`src/rtl/regfile_dumper.sv`:
```
// rtl/regfile_dumper.sv - walks a register-file window and streams each register out as one beat
module regfile_dumper #(
    parameter int unsigned FIRST_REG = 0,
    parameter int unsigned LAST_REG  = 31
) (
    input  logic        clock,
    input  logic        reset,
    input  logic        start,
    input  logic        abort,
    output logic [4:0]  RdAddr,
    input  logic [31:0] ReadData,
    output logic        dump_valid,
    input  logic        dump_ready,
    output logic [4:0]  dump_reg,
    output logic [31:0] dump_data,
    output logic [5:0]  dump_count,
    output logic        busy,
    output logic        done
);

    localparam logic [4:0] FIRST = 5'(FIRST_REG);
    localparam logic [4:0] LAST  = 5'(LAST_REG);

    typedef enum logic [1:0] {
        IDLE = 2'd0,
        READ = 2'd1,
        SEND = 2'd2,
        DONE = 2'd3
    } state_t;

    state_t     state;
    logic [4:0] ptr;
    logic       accept;

    assign RdAddr = ptr;
    assign accept = dump_valid && dump_ready;

    always_ff @(posedge clock) begin
        if (!reset) begin
            state      <= IDLE;
            ptr        <= 5'd0;
            dump_reg   <= 5'd0;
            dump_data  <= 32'd0;
            dump_count <= 6'd0;
            dump_valid <= 1'b0;
            busy       <= 1'b0;
            done       <= 1'b0;
        end else begin
            case (state)
                IDLE: begin
                    done <= 1'b0;
                    if (start) begin
                        ptr        <= FIRST;
                        dump_count <= 6'd0;
                        busy       <= 1'b1;
                        state      <= READ;
                    end
                end
                READ: begin
                    if (abort) begin
                        dump_valid <= 1'b0;
                        busy       <= 1'b0;
                        state      <= IDLE;
                    end else begin
                        dump_data  <= ReadData;
                        dump_reg   <= ptr;
                        dump_valid <= 1'b1;
                        state      <= SEND;
                    end
                end
                SEND: begin
                    // a beat accepted in the same cycle as abort still counts
                    if (accept) begin
                        dump_count <= dump_count + 6'd1;
                        dump_valid <= 1'b0;
                    end
                    if (abort) begin
                        dump_valid <= 1'b0;
                        busy       <= 1'b0;
                        state      <= IDLE;
                    end else if (accept) begin
                        if (ptr == LAST) begin
                            busy  <= 1'b0;
                            state <= DONE;
                        end else begin
                            ptr   <= ptr + 5'd1;
                            state <= READ;
                        end
                    end
                end
                DONE: begin
                    done  <= 1'b1;
                    state <= IDLE;
                end
                default: state <= IDLE;
            endcase
        end
    end

endmodule
```
`config.mk`:
```
export PLATFORM = sky130hd
export DESIGN_NAME = regfile_dumper
export DESIGN_NICKNAME = d
export VERILOG_FILES = /design/src/rtl/regfile_dumper.sv
export SDC_FILE = /design/constraint.sdc
export NUM_CORES = 1
export LEC_CHECK = 0
export CORE_MARGIN = 2
export CORE_UTILIZATION = 45
export CTS_BUF_LIST = sky130_fd_sc_hd__clkbuf_4 sky130_fd_sc_hd__clkbuf_8
export CTS_CLUSTER_SIZE = 8
export DETAILED_ROUTE_END_ITERATION = 6
export GPL_TIMING_DRIVEN = 0
export PLACE_DENSITY = 0.85
export SLEW_MARGIN = 25
export SYNTH_ARGS = -nofsm -noshare
export SYNTH_HDL_FRONTEND = slang
export SYNTH_SLANG_ARGS = --single-unit
```
`constraint.sdc`:
```
create_clock -name clock -period 2.1 [get_ports clock]
set_input_delay 0.42 -clock clock [delete_from_list [all_inputs] [get_ports clock]]
set_output_delay 0.42 -clock clock [all_outputs]
set_load 0.005 [all_outputs]
```
After elaboration in Yosys (flattened, before gate mapping) --
Index checks and enable logic that the tools add are counted.
Operators by class: $add $sub $neg 2, mux-type cells 25, bitwise operators 1, eq/ne operators 11, reduce and logical (&&, ||, !) cells 12
Operators by type and width (number):
- 5-bit 2-to-1 mux | 4
- 6-bit 2-to-1 mux | 2
- 6-bit case mux with 2 select lines | 1
- 2-bit 2-to-1 mux | 5
- 2-bit inequality test (second input constant) | 5
- 5-bit case mux with 2 select lines | 1
- 5-bit AND reduction | 2
- 1-bit 2-to-1 mux | 8
- 2-bit case mux with 4 select lines | 1
- 6-bit by 1-bit adder with 6-bit output (second input constant) | 1
- 3-bit inequality test (second input constant) | 2
- 2-bit AND reduction | 3
- 2-bit nonzero test | 3
- 5-bit by 1-bit adder with 5-bit output (second input constant) | 1
- 5-bit equality test (second input constant) | 1
- 2-bit equality test (second input constant) | 2
- 1-bit case mux with 2 select lines | 2
- 1-bit case mux with 3 select lines | 1
- 3-bit AND reduction | 1
- 3-bit nonzero test | 1
- 2-bit by 1-bit equality test with 1-bit output (second input constant) | 1
- 2-bit logical NOT | 1
- 1-bit logical AND | 1
- 1-bit inverter | 1
Word-level totals: output and inout port bits 51, flip-flop bits (word level) 53, input port bits 37, word-level logic and storage cells 59

Logic depth before layout (Yosys ltp) --
Gate-level depths: netlist (run 1).
depth in word-level cells 5, depth in mapped cells 7, mapped depth without buffers 7

Worst setup path after synthesis (run 1) --
No wires, ideal clock.
path kind reg2reg, start reg ptr[0] (netlist: RdAddr[0]), end reg ptr[2] (netlist: RdAddr[2]), buffers on the path 0, library setup time 74 ps, setup slack 291 ps, required time 2026 ps, clock period less this slack 1809 ps, cell stages (with the launch flop) 8, arrival 1735 ps, cell sequence dfxtp_1 ha_1 and3_1 ha_1 and4bb_2 nor3b_1 a21oi_1 a31oi_1
On the way: word-level cells in the longest chain between the ends 5, elaborated cells on any way between the ends 8, classes of those cells add/sub: 1; eq/ne: 2; mux: 4; reduce/logical: 1
RTL lines:
- start: declaration | RTL line 32 | logic [4:0] ptr;
- start signal: assignment | RTL line 86 | ptr <= ptr + 5'd1;
- 5-bit by 1-bit adder with 5-bit output | RTL line 86
- 5-bit 2-to-1 mux | RTL line 82 | if (ptr == LAST) begin
- 5-bit 2-to-1 mux | RTL line 81 | end else if (accept) begin
- 5-bit 2-to-1 mux | RTL line 77 | if (abort) begin
- 5-bit case mux with 2 select lines | RTL line 49 | case (state)
Several ways; a longest one is shown, not always the timed one. The select of a mux whose other input is x is not followed. A chain may end at the register's enable or synchronous reset.

Worst setup path in the final report (run 1) --
Ends and elaborated chain as after synthesis.

==> results of run 1 <==
==> kinds of logic (layout without fill, tap and decap cells) <==
| logic type | Yosys count | count (layout) | share of synthesized area |
|---|---|---|---|
| and+or+nand+nor | 115 | 115 | 0.230 |
| AOI/OAI and AO/OA | 58 | 58 | 0.186 |
| DFF | 53 | 53 | 0.480 |
| buffers and inverters | 17 | 112 | 0.0311 |
| adders and majority gates | 7 | 7 | 0.0396 |
| xor gates and xnor gates | 4 | 4 | 0.0158 |
| muxes | 4 | 4 | 0.0181 |
==> layout make-up <==
class                      instances  share of cell area
buffer                            13              0.0165
clock buffer                       6              0.0253
tap                               67              0.0257
clock inverter                     2             0.00421
inverter                           4             0.00460
multi-input combinational        188               0.332
timing repair buffer              87               0.267
sequential                        53               0.325
==> per-layer routing <==
layer	GRT usage	vias to the layer above
met2	0.335	66
met1	0.245	936
met5	0	-
met4	0.0485	0
met3	0.0461	6
li1	-	1050
==> layout by cell type (no fill, tap or decap), types with 2 or more instances in the layout <==
| cell | n |
|---|---|
| a21oi_1 | 8 |
| a21boi_1 | 13 |
| a22o_1 | 2 |
| nor2_1 | 6 |
| inv_1 | 4 |
| mux2i_1 | 4 |
| nand3_1 | 3 |
| clkdlybuf4s50_1 | 87 |
| dfxtp_1 | 53 |
| nor2b_1 | 4 |
| buf_1 | 2 |
| clkbuf_1 | 9 |
| nand2b_1 | 4 |
| clkbuf_8 | 6 |
| nor3_1 | 3 |
| a21boi_0 | 26 |
| nand2_1 | 82 |
| o21ai_0 | 3 |
| ha_1 | 7 |
| xnor2_1 | 4 |
==> power breakdown <==
part | switching (mW) | internal, mW | total (mW) | leakage [nW]
Sequential | 0.0219 | 1.04 | 1.07 | 0.430
Clock | 0.339 | 0.268 | 0.607 | 0.0512
Combinational | 0.137 | 0.180 | 0.317 | 0.677
==> synth_stat cells <==
cell type,n,area share
nand2b_1,4,0.011
nand3_1,3,0.0068
or4_1,1,0.0034
nor4b_1,1,0.0040
ha_1,7,0.040
nor2_2,1,0.0028
a21boi_0,26,0.088
a21oi_1,8,0.018
o2bb2ai_1,1,0.0040
nor3_1,3,0.0068
o22ai_1,1,0.0028
dfxtp_1,53,0.48
and4_1,1,0.0040
xnor2_1,4,0.016
and2_1,1,0.0028
o221a_2,1,0.0051
a21boi_1,13,0.044
and4bb_2,1,0.0057
a22o_1,2,0.0079
o21ai_0,3,0.0068
buf_1,2,0.0034
nor3b_1,2,0.0068
nor4_1,1,0.0028
o21ai_1,1,0.0023
a21o_1,1,0.0034
mux2i_1,4,0.018
nand2_1,82,0.14
or2_1,1,0.0028
nor2b_1,4,0.011
buf_4,1,0.0034
clkbuf_1,9,0.015
buf_2,1,0.0023
or3_1,1,0.0028
nand3b_1,1,0.0034
a31oi_1,1,0.0028
inv_1,4,0.0068
nor2_1,6,0.010
and3_1,1,0.0028
==> final timing paths <==
check                           cells past startpoint     startpoint  slack, ps            end
worst max-delay path                                7      RdAddr[0]        210      RdAddr[2]
worst min-delay path                                2  dump_data[21]        460  dump_data[21]
worst max register to register                      7      RdAddr[0]        210      RdAddr[2]
worst min register to register                      2  dump_data[21]        460  dump_data[21]
==> through the flow <==
stage | TNS, ps | hold slack [ps] | util | cell area [µm²]
floorplan | 0 | 451 | - | 2210
global placement | -133 | 440 | 0.670 | 3170
detailed placement | -501 | 448 | 0.670 | 3170
CTS | 0 | 461 | 0.691 | 3260
global route | 0 | 480 | 0.692 | 3270
finish | 0 | 460 | 0.692 | 3270
==> worst max-delay path: cells and delay by family (launching register included) <==
| family | cells | cell delay (ps) |
|---|---|---|
| compound gates | 2 | 230 |
| fa+ha+maj | 2 | 450 |
| flops | 1 | 360 |
| simple gates | 3 | 780 |
==> results.toml, run 1 <==
[place]
hpwl_mm = 3.91
gp_congestion = 0.909
dp_worst_setup_slack_ps = -128
io_buffer_count = 87
dpl.cell_count = 412

[sta]
min_period_ps = 1890
setup_viol = 0
hold_violations = 0
max_freq_mhz = 529
tightest_slew_ps = 483
finClkSkew_ps = 5.64
setup_slack_ps = 211
fin_crit_sh = 0.899
relSlewSlack = 0.676
final_max_slew_viol_count = 0
rsz0062_at_grt = "false"

[clock_tree]
clock_path_buffers = 2
cts_made_buffers = 5
holdBufCountCts = 0
ctsResizeCount = 0
ctsRootBufferMaster = "clkbuf_8"
clk_latency_ps = 310
cts_setup_buffers = 0
clkTransAtPathRegs_ps = 100
clock_sinks = 53
cts_tree = "yes"
cts_max_level = 2

[drt]
wl_met2_mm = 2.37
vias = 2058
drc = 0
drt-pass1-iter-count = 4
drt_iter0_markers = 89
drt-total-wl_mm = 5.27
wire_per_inst_um = 12.6
wl_met3_um = 392
wl_met1_mm = 2.46
via_per_inst = 4.90
top_layer = "met4"
ant_nets = 0

[yosys]
avgSynthCellArea_um2 = 8.57
ys_seq_area_frac = 0.480
syn_nets = 302
ys_types = 38
ys_seq_elements = 53
netlist_area_um2 = 2210
ys.warnings.count = 0
netlist_instances = 258

[worst_setup_path]
required_ps = 2340
cp_slowest_stage_delay_ps = 360
critical-path-slowest-cell = "dfxtp_1"
path_class = "flop to flop"
cp-end-kind = "flop"
crit_path_start_kind = "flop"
worstPathCellList = "ha_1, and3_1, ha_1, and4bb_2, nor3b_2, a21oi_1, a31oi_1"
arrival_ps = 2130
path_max_fanout = 5
cp_common_cell = "ha_1"

[floorplan]
rows = 25
dieArea_um2 = 5490
initial_core_util = 0.468
die_w_um = 74.1
die_h_um = 74.1
ioPinCount = 88
core_area_um2 = 4720

[global_route]
grt_max_degree = 17
grt.total_usage = 0.194
overflow = 0
grt_pass1_vias = 1850
grt_pass1_wl_mm = 8.39
antenna_found_initial = 0

[layout]
final_net_count = 396
areaGrowthSynthToFinish_pct = 47.8
regArea_um2 = 1060
fill_cells = 405
antenna_cells = 0
reg_top3 = "dump_data (32), dump_count (6)"
multiInputGateArea_um2 = 1090
largest_register = "dump_data"
drive_above_1_share = 0.0397
fin_cells = 420
largest_reg_flops = 32

[min_path]
hold_path_class = "flop to flop"

[power]
p_leak_nw = 1.16
peakVddDrop_uv = 386
power.density_nw_per_um2 = 609
power.total_mw = 1.99

[outcome]
status = "finished clean"

[run]
drv_cap = 0
Power figures use the tool's default switching activity.
==> run 2, diff against run 1 <==
- CORE_MARGIN: 2 -> 8
==> results.toml, run 2 (synthesis gave the netlist of run 1 again) <==
[worst_setup_path]
crit_path_start_kind = "flop"
startpoint = "RdAddr[0]"
cp-end-kind = "flop"
arrival_ps = 2130
cp_common_cell = "ha_1"
path_delay_family = "simple AND/OR/NAND/NOR gates"
reg2reg_to = "RdAddr[2]"
critical-path-slowest-cell = "dfxtp_1"
rrSetupSlack_ps = 210
required_ps = 2340
path_buf_inv = 0
path_max_fanout = 5
regToRegStartpoint = "RdAddr[0]"
reg2regPathDepth = 7
path_class = "flop to flop"
cp_slowest_stage_delay_ps = 370
worstPathCellList = "ha_1, and3_1, ha_1, and4bb_2, nor3b_2, a21oi_1, a31oi_1"

[outcome]
status = "finished clean"

[sta]
final_max_slew_viol_count = 0
finClkSkew_ps = 5.22
rsz0062_at_grt = "false"
min_period_ps = 1890
tightest_slew_ps = 452
setup_viol = 0
relSlewSlack = 0.697
setup_slack_ps = 207
finalSetupTns_ps = 0
holdWs_ps = 454
fin_crit_sh = 0.901
max_freq_mhz = 528
hold_violations = 0

[drt]
drc = 0
vias = 2039
ant_nets = 0
drt_iter0_markers = 74
drt-total-wl_mm = 5.76
drt-pass1-iter-count = 4
via_per_inst = 4.85
wire_per_inst_um = 13.7

[min_path]
min_path_cells = 2
min_from = "dump_data[19]"
hold_end = "dump_data[19]"
hold_path_class = "flop to flop"

[floorplan]
core_area_um2 = 4720
ioPinCount = 88
initial_core_util = 0.468
dieArea_um2 = 7410
die_h_um = 86.1
rows = 25
die_w_um = 86.1

[global_route]
antenna_found_initial = 0
grt_pass1_wl_mm = 9.33
grt.total_usage = 0.154
grt_pass1_vias = 1983
grt_max_degree = 16
overflow = 0

[layout]
largest_reg_flops = 32
finish.utilization = 0.691
areaGrowthSynthToFinish_pct = 47.5
fill_cells = 401
final_net_count = 396
reg_top3 = "dump_data (32), dump_count (6)"
final_cell_mix = "clkdlybuf4s50_1 (87), nand2_1 (82), dfxtp_1 (53), a21boi_0 (26), a21boi_1 (13)"
largest_register = "dump_data"
fin_area_um2 = 3260
antenna_cells = 0
drive_above_1_share = 0.0397
final_common_cell = "clkdlybuf4s50_1"

[clock_tree]
clock_path_buffers = 2
clkTransAtPathRegs_ps = 90
cts_tree = "yes"
cts_made_buffers = 5
clk_latency_ps = 300
cts_max_level = 2
clock_sinks = 53
ctsRootBufferMaster = "clkbuf_8"
cts_setup_buffers = 0

[power]
p_leak_nw = 1.15
peakVddDrop_uv = 314
power.density_nw_per_um2 = 604

[place]
dp_worst_setup_slack_ps = -38.8
dpl-instance-area_um2 = 3170
io_buffer_count = 87
gp_congestion = 0.862
hpwl_mm = 4.38

[run]
drv_cap = 0
run 2: cell types whose count changed in the layout (fill, tap and decap cells not counted), sizes merged:
| cell | previous run | this run |
|---|---|---|
| clkbuf | 15 | 16 |
| clkinv | 2 | 0 |
| clkinvlp | 0 | 1 |
run 2: layer usage:
layer,vias up,share of wire,routed length [µm],global-route usage
met1,912,0.46,2640,0.190
met4,0,0.0087,50,0.0382
li1,1051,-,-,-
met3,7,0.089,514,0.0497
met2,69,0.44,2550,0.250
met5,-,0,0,0
run 2: timing repair:
action,in CTS,in global routing
hold buffers,0,0
endpoints found under the setup margin,0,1
gates resized for setup,0,1
run 2: how the worst max path moves through the flow:
stage	endpoint	slack [ps]	cells past startpoint
floorplan	RdAddr[2]	290	7
finish	RdAddr[2]	210	7
CTS	RdAddr[2]	50	7
global route	dump_data[8]	30	7
global placement	RdAddr[3]	-70	5
detailed placement	RdAddr[3]	-40	5
run 2: stage by stage:
step | total power, mW | instances
floorplan | 1.23 | 258
global placement | 1.40 | 412
detailed placement | 1.41 | 412
CTS | 1.99 | 420
global route | 2.06 | 420
finish | 1.97 | 420
run 2: worst reg2reg max path: cells and delay by family, from the launching register on:
| family | cells | cell delay, ps |
|---|---|---|
| and+or+nand+nor | 3 | 770 |
| adders and majority gates | 2 | 440 |
| DFF | 1 | 370 |
| AOI/OAI and AO/OA | 2 | 240 |
run 2: final cells by class:
class | count | area, µm² | area share
plain buffers | 13 | 53.8 | 0.0165
well taps | 67 | 83.8 | 0.0257
clock inverters | 1 | 7.51 | 0.00230
clock buffers | 7 | 83.8 | 0.0257
inverters | 4 | 15.0 | 0.00460
flip-flops and latches | 53 | 1060 | 0.325
repair buffers | 87 | 871 | 0.267
multi-input cells | 188 | 1090 | 0.333
run 2: power by group:
part	switching, mW	leakage, nW	internal, mW
sequential	0.0221	0.430	1.04
combinational	0.139	0.677	0.180
clock	0.321	0.0453	0.262
total	0.482	1.15	1.49
